## src/rtl/z80_bus_master.sv

```systemverilog
// z80_bus_master
//   Transaction-driven Z80 bus initiator. Each accepted command becomes one
//   Z80-style machine cycle (opcode fetch with refresh, memory read/write,
//   I/O read/write) on the classic strobes. Read data and the completion
//   status come back through a one-cycle response strobe.
//
// Ports
//   clk, reset_n          clock, synchronous active-low reset
//   cmd_valid/cmd_ready   command handshake (ready only while idle)
//   cmd_op                0=M1 fetch 1=MEMRD 2=MEMWR 3=IORD 4=IOWR (5..7 illegal)
//   cmd_addr, cmd_wdata   cycle address and write data
//   rsp_valid/data/err    completion pulse, captured read data, error flag
//   A, dout, di           address bus, write data bus, read data bus
//   wait_n                responder wait request
//   m1_n .. rfsh_n        active-low bus strobes
module z80_bus_master #(
  parameter int IO_WAIT  = 1,   // automatic I/O wait states (0..3)
  parameter int WAIT_MAX = 255  // external TW cycles tolerated before abort (1..255)
) (
  input  logic        clk,
  input  logic        reset_n,
  input  logic        cmd_valid,
  output logic        cmd_ready,
  input  logic [2:0]  cmd_op,
  input  logic [15:0] cmd_addr,
  input  logic [7:0]  cmd_wdata,
  output logic        rsp_valid,
  output logic [7:0]  rsp_data,
  output logic        rsp_err,
  output logic [15:0] A,
  output logic [7:0]  dout,
  input  logic [7:0]  di,
  input  logic        wait_n,
  output logic        m1_n,
  output logic        mreq_n,
  output logic        iorq_n,
  output logic        rd_n,
  output logic        wr_n,
  output logic        rfsh_n
);

  typedef enum logic [2:0] {S_IDLE, S_T1, S_T2, S_TWI, S_TW, S_T3, S_T4} state_t;
  typedef enum logic [2:0] {OP_M1, OP_MEMRD, OP_MEMWR, OP_IORD, OP_IOWR} op_t;

  localparam logic [1:0] IO_WAIT_L  = 2'(IO_WAIT);
  localparam logic [7:0] WAIT_MAX_L = 8'(WAIT_MAX);
  localparam bit         HAS_TWI    = (IO_WAIT != 0);

  state_t      state, state_next;
  op_t         op_q;
  logic [15:0] addr_q;
  logic [7:0]  wdata_q;
  logic [1:0]  twi_cnt;   // 1-based index of the current TWI cycle
  logic [7:0]  tw_cnt;    // 1-based index of the current TW cycle
  logic [6:0]  r_cnt;     // refresh counter R[6:0]
  logic [15:0] a_last;    // A holds its last value while the bus is idle
  logic [7:0]  dout_last;

  logic accept, op_legal, is_io, tw_timeout, fetch_capture, read_capture;

  assign op_legal   = (cmd_op <= 3'd4);
  assign cmd_ready  = (state == S_IDLE) && !rsp_valid;
  assign accept     = cmd_valid && cmd_ready;
  assign is_io      = (op_q == OP_IORD) || (op_q == OP_IOWR);
  assign tw_timeout = (state == S_TW) && !wait_n && (tw_cnt == WAIT_MAX_L);

  // Fetch data is taken as the cycle leaves T2/TW; other reads at the end of T3.
  assign fetch_capture = (op_q == OP_M1) && (state_next == S_T3) &&
                         ((state == S_T2) || (state == S_TW));
  assign read_capture  = (state == S_T3) && ((op_q == OP_MEMRD) || (op_q == OP_IORD));

  // State register
  // NOTE: clocked state uses non-blocking assignments so every register sees
  // the pre-edge values of the others, independent of statement order.
  always_ff @(posedge clk) begin
    if (!reset_n) state <= S_IDLE;
    else          state <= state_next;
  end

  // Next-state logic
  // NOTE: every output of a combinational block gets a default first so no
  // path through the case leaves it unassigned (which would infer a latch).
  always_comb begin
    state_next = state;
    case (state)
      S_IDLE: if (accept && op_legal) state_next = S_T1;
      S_T1:   state_next = S_T2;
      S_T2: begin
        if (is_io && HAS_TWI) state_next = S_TWI;
        else                  state_next = wait_n ? S_T3 : S_TW;
      end
      S_TWI: if (twi_cnt == IO_WAIT_L) state_next = wait_n ? S_T3 : S_TW;
      S_TW: begin
        if (wait_n)          state_next = S_T3;
        else if (tw_timeout) state_next = S_IDLE;
      end
      S_T3:    state_next = (op_q == OP_M1) ? S_T4 : S_IDLE;
      S_T4:    state_next = S_IDLE;
      default: state_next = S_IDLE;
    endcase
  end

  // Command, counters and response
  always_ff @(posedge clk) begin
    if (!reset_n) begin
      op_q      <= OP_M1;
      addr_q    <= '0;
      wdata_q   <= '0;
      twi_cnt   <= 2'd1;
      tw_cnt    <= 8'd1;
      r_cnt     <= '0;
      a_last    <= '0;
      dout_last <= '0;
      rsp_valid <= 1'b0;
      rsp_err   <= 1'b0;
      rsp_data  <= '0;
    end else begin
      rsp_valid <= 1'b0;
      rsp_err   <= 1'b0;
      a_last    <= A;
      dout_last <= dout;
      twi_cnt   <= (state == S_TWI) ? twi_cnt + 2'd1 : 2'd1;
      tw_cnt    <= (state == S_TW)  ? tw_cnt + 8'd1  : 8'd1;

      if (accept) begin
        if (op_legal) begin
          op_q    <= op_t'(cmd_op);
          addr_q  <= cmd_addr;
          wdata_q <= cmd_wdata;
        end else begin
          rsp_valid <= 1'b1;
          rsp_err   <= 1'b1;
        end
      end

      if (tw_timeout) begin
        rsp_valid <= 1'b1;
        rsp_err   <= 1'b1;
      end
      if ((state == S_T3) && (op_q != OP_M1)) rsp_valid <= 1'b1;
      if (state == S_T4) begin
        rsp_valid <= 1'b1;
        r_cnt     <= r_cnt + 7'd1;
      end
      if (fetch_capture || read_capture) rsp_data <= di;
    end
  end

  // Bus outputs decoded from state and the registered command
  always_comb begin
    m1_n   = 1'b1;
    mreq_n = 1'b1;
    iorq_n = 1'b1;
    rd_n   = 1'b1;
    wr_n   = 1'b1;
    rfsh_n = 1'b1;
    A      = a_last;
    dout   = dout_last;
    case (state)
      S_T1, S_T2, S_TWI, S_TW, S_T3: begin
        if ((state == S_T3) && (op_q == OP_M1)) begin
          mreq_n = 1'b0;
          rfsh_n = 1'b0;
          A      = {8'h00, 1'b0, r_cnt};
        end else begin
          A = addr_q;
          case (op_q)
            OP_M1: begin
              m1_n   = 1'b0;
              mreq_n = 1'b0;
              rd_n   = 1'b0;
            end
            OP_MEMRD: begin
              mreq_n = 1'b0;
              rd_n   = 1'b0;
            end
            OP_MEMWR: begin
              mreq_n = 1'b0;
              dout   = wdata_q;
              wr_n   = (state == S_T1);
            end
            OP_IORD: begin
              iorq_n = (state == S_T1);
              rd_n   = (state == S_T1);
            end
            OP_IOWR: begin
              dout   = wdata_q;
              iorq_n = (state == S_T1);
              wr_n   = (state == S_T1);
            end
            default: ;
          endcase
        end
      end
      S_T4: begin
        rfsh_n = 1'b0;
        A      = {8'h00, 1'b0, r_cnt};
      end
      default: ;
    endcase
  end

endmodule
```

## config.mk

```make
export PLATFORM = sky130hd
export DESIGN_NAME = z80_bus_master
export DESIGN_NICKNAME = d
export VERILOG_FILES = /design/src/rtl/z80_bus_master.sv
export SDC_FILE = /design/constraint.sdc
export NUM_CORES = 1
export LEC_CHECK = 0
export ABC_CLOCK_PERIOD_IN_PS = 2200
export BUFFER_PORTS_ARGS = -buffer_cell sky130_fd_sc_hd__buf_4
export CAP_MARGIN = 10
export CORE_MARGIN = 3
export CORE_UTILIZATION = 25
export DETAILED_ROUTE_END_ITERATION = 8
export HOLD_SLACK_MARGIN = 0.1
export PLACE_DENSITY_LB_ADDON = 0.2
export SYNTH_ARGS = -nofsm -noshare
export SYNTH_HDL_FRONTEND = slang
export SYNTH_SLANG_ARGS = --single-unit
```

## constraint.sdc

```tcl
create_clock -name clk -period 2.2 [get_ports clk]
set_input_delay 0.44 -clock clk [delete_from_list [all_inputs] [get_ports clk]]
set_output_delay 0.44 -clock clk [all_outputs]
set_load 0.01 [all_outputs]
```

* Word-level counts from Yosys, hierarchy flattened *
Cells that the tools add are included.

storage, ports and cells
  bits of input ports = 39
  register bits after elaboration = 81
  output and inout bits = 41
  word-level logic and storage cells = 91

operators by class
  equality and inequality tests = 13
  muxes and demuxes = 35
  $add $sub $neg = 3
  reductions and logical operators = 27
  magnitude comparators = 1

operator list
  operator             count
  $pmux 16 s2          1
  $mux 8               3
  $mux 1               21
  $mux 3               6
  $pmux 3 s6           1
  $mux 16              1
  $eq 3x3->1 const B   5
  $eq 3x2->1 const B   4
  $logic_and 1x1->1    10
  $add 8x1->8 const B  1
  $eq 8x8->1 const B   1
  $add 7x1->7 const B  1
  $eq 3x1->1 const B   2
  $logic_not 3->1      2
  $reduce_and 2->1     3
  $reduce_or 2->1      3
  $reduce_or 5->1      1
  $logic_or 1x1->1     4
  $pmux 1 s2           2
  $le 3x3->1 const B   1
  $reduce_bool 3->1    1
  $reduce_or 3->1      1
  $add 2x1->2 const B  1
  $eq 2x1->1 const B   1
  $logic_not 1->1      2

* Logic depth before layout (Yosys ltp) *
  word-level depth = 10
  depth in mapped cells = 8
  gate-level depth less buffers = 7

* Worst setup path after synthesis *
No wires, ideal clock.

  path type = flip-flop to output port
  start point = reg op_q[1]
  end point = out A[6]
  arrival = 1562 ps
  path slack = 198 ps
  path buffers = 2
  stages on the path, launching flop included = 8
  required time = 1760 ps
  cell sequence = dfxtp_1 -> buf_2 -> nor3_4 -> a21o_1 -> a21boi_2 -> buf_2 -> a222oi_1 -> inv_1

on the way
  cells in the longest elaborated chain, start to end = 4

RTL lines
  what                    line  source
  start, declared         50    op_t op_q;
  start signal, assigned  127   op_q <= op_t'(cmd_op);
  $logic_not 3->1         161   if ((state == S_T3) && (op_q == OP_M1)) begin
  $logic_and 1x1->1       161
  $mux 16                 161
  $pmux 16 s2             159   case (state)
  end, declared           30    output logic [15:0] A,

Every way passes these cells.

* Worst setup path in the final report *
  start point = reg op_q[2]
  end point = out A[3]

The elaborated chain is that of the path after synthesis.

==> summary.txt <==
CTS Root Cell - clkbuf_16
Critical Path RT - 1760 ps
WL final - 8.83 mm
FF-to-FF End - rsp_data[3]
Hold wc startpoint - cmd_addr[1]
Detailed Route Iter0 Violations - 127
Routed vias - 2,941
Num CTS Buffers - 9
Seq/Total Area, Yosys - 46.1%
Leak Pwr - 2.07 nW
Tot GR Track Use - 11.6%
Post-DRT Antenna Nets - 0
Hold Crit Class - in2reg
Non-filler instance count after layout - 664
GRT overflow - 0
Placed Cells - 638
Slew Limit Fails - 0
# IOs - 80
Antenna violations before repair - 0
Sequential cell area - 1640 um2
Clk sinks - 81
Syn nets - 431
Final Cycle Share - 104%
Clk buf depth - 2
Final worst path period need - 2290 ps
Syn Area/Cell - 9.04 um2
Unrepaired setup endpoints after global routing - true
Die area - 15,500 um2
Post-place setup slack - 143 ps
CTS H-tree lvls - 3
Top FF cell, synth - dfxtp_1
Asr flop ratio synth - 0%
Worst Setup Start Kind - flip-flop
Multi-input gate area - 1750 um2
Number of synthesized flops with an enable pin - 0
Cell count after synthesis - 389
Vias per cell - 4.43
PnR worst setup slack - -87.2 ps
Hold Vio Cnt, Final - 0
Die Height - 125 um
Critical path type - reg2out
Vias in the first global route - 2,903
Setup-failing EPs final - 21
Core area - 13,500 um2
Worst reg2reg startpoint - op_q[0]
Yosys reg bits - 81
Diodes inserted - 0
Drt pass-1 iters - 6
Clock transition at path regs - 50 ps
Failing checks - setup timing
Crit end category - primary output
Synth cell types - 48
Row count - 42
Die width - 125 um
Arr. time, crit path - 1850 ps
Mapped cell area - 3510 um2
Crit-path max FO - 8
GPL Wtd Cong - 0.805
Layout overhead on the synthesized area - 38.9%
First-pass GRT wire length - 14.5 mm
Worst slew margin - 74.4%
Nets - 525
HPWL Detailed - 6.25 mm
FMAX - 437 MHz
Worst reg2reg path depth - 7
CTS tree - built
Hold Crit Endpoint - addr_q[1]
Pwr Density - 775 nW/um2
Largest vdd supply drop - 352 uV
Max Cap Viol - 0
R2R setup slack - 330 ps
Share of cells above drive strength 1 - 30.7%
Status - finished with violations
Pin count of the biggest net entering global routing - 50
Clk Latency, worst-skew pair - 340 ps
I/O Buffers - 79
Number of synthesis warnings - 0
DR WL/cell - 13.3 um
Starting Density - 26.0%
Worst-Margin Slew - 384 ps
Hold path depth - 3
Worst Clk Skew - 3.59 ps
# DRC - 0
Fillers - 1,376
## state kept, by name, summed over array words and instances (netlist names)
signal     cells
a_last        16
state          3
dout_last      8
op_q           3
rsp_valid      1
twi_cnt        2
r_cnt          7
tw_cnt         8
wdata_q        8
addr_q        16
rsp_err        1
rsp_data       8
## routing by layer
layer / global-route usage [%] / wire length (um)
met1: 15.1 / 4270
met2: 17.9 / 3970
met3: 2.40 / 379
met4: 6.19 / 202
met5: 0 / 0
## timing repair
item / 4_1_cts / 5_1_grt
buffers inserted: 5 / 6
hold buffers: 0 / 0
setup endpoints to repair: 25 / 25
pin swaps: 7 / 5
resized for setup: 21 / 12
## cell usage after synthesis (3+ instances only)
cell type   n  area (um2)
nand2_1    85         319
dfxtp_1    81        1620
and2_1     25         156
a21boi_0   23         173
nor2_1     14        52.6
inv_1      12        45.0
nand3_1    12        60.1
buf_2      11        55.1
nor2b_1    10        62.6
o21ai_0    10        50.1
a22o_1      9        78.8
a21boi_1    8        60.1
clkbuf_1    8        30.0
mux2i_1     8        80.1
a222oi_1    7        70.1
mux2_2      7        78.8
xnor2_1     7        61.3
xor2_1      7        61.3
and3_1      6        37.5
a21oi_1     4        20.0
buf_6       4        45.0
ha_1        3        37.5
## critical path, cell delays in order (launching register included)
cell      delay, ps
dfxtp_4         360
nor3_4          170
buf_4           130
buf_6            90
nand2_4          40
a21boi_4        270
a222oi_1        130
buf_4           160
inv_1            50
buf_4           110
## stage by stage
step                utilization (%)  total power, mW  cell area [um2]  setup TNS (ps)  hold WS (ps)
detailed placement             32.4             2.15             4370               0           408
floorplan                         -             1.90             3510               0           389
finish                         36.1             3.78             4880            -691           353
CTS                            35.6             3.82             4800           -1050           336
global route                   36.1             3.97             4880           -3260           351
global placement               32.4             2.14             4370               0           400
## logic make-up after synthesis
kind of cell,count (synthesis),share of synthesized area (%)
buffers and inverters,37,5.45
and+or+nand+nor,167,23.6
DFF,81,46.1
xor gates and xnor gates,14,3.49
adders and majority gates,3,1.07
muxes,16,4.84
AOI/OAI and AO/OA,71,15.4
## cell usage in the layout, fill, tap and decap left out, types with 3 or more instances in the layout
cell / n
buf_12: 5
nor2_1: 12
nand2_1: 82
o21ai_0: 10
a222oi_1: 7
a21boi_1: 7
dfxtp_4: 3
clkbuf_1: 3
nand3_1: 12
a21boi_0: 23
a21oi_1: 4
xnor2_1: 7
buf_4: 95
and3_1: 5
xor2_1: 7
nor2b_1: 9
clkbuf_16: 9
ha_1: 3
buf_6: 8
mux2_2: 7
inv_1: 11
dfxtp_1: 76
a22o_1: 9
and2_1: 25
mux2i_1: 8
## how the worst max path moves through the flow
stage / startpoint / to / slack, ps / cells past startpoint
3_3_place_gp: state[1] / A[3] / 150 / 7
5_1_grt: state[1] / A[1] / -210 / 6
4_1_cts: op_q[0] / A[3] / -90 / 6
2_1_floorplan: op_q[1] / A[6] / 200 / 7
6_report: op_q[2] / A[3] / -90 / 9
3_5_place_dp: op_q[1] / A[15] / 140 / 6
## report_power, final
part | internal [mW] | switching [mW] | total (mW) | leakage [nW]
logic | 0.299 | 0.302 | 0.601 | 1.26
clock network | 1.06 | 0.559 | 1.62 | 0.157
registers | 1.53 | 0.0392 | 1.57 | 0.659
## cell type report
cell class	instances	area share [%]
tap	176	4.51
inverter	12	0.923
timing repair buffer	108	18.5
clock buffer	14	5.41
clock inverter	2	1.23
multi-input combinational	271	35.9
sequential	81	33.5
Note: power is estimated with default switching activity, not from simulation.
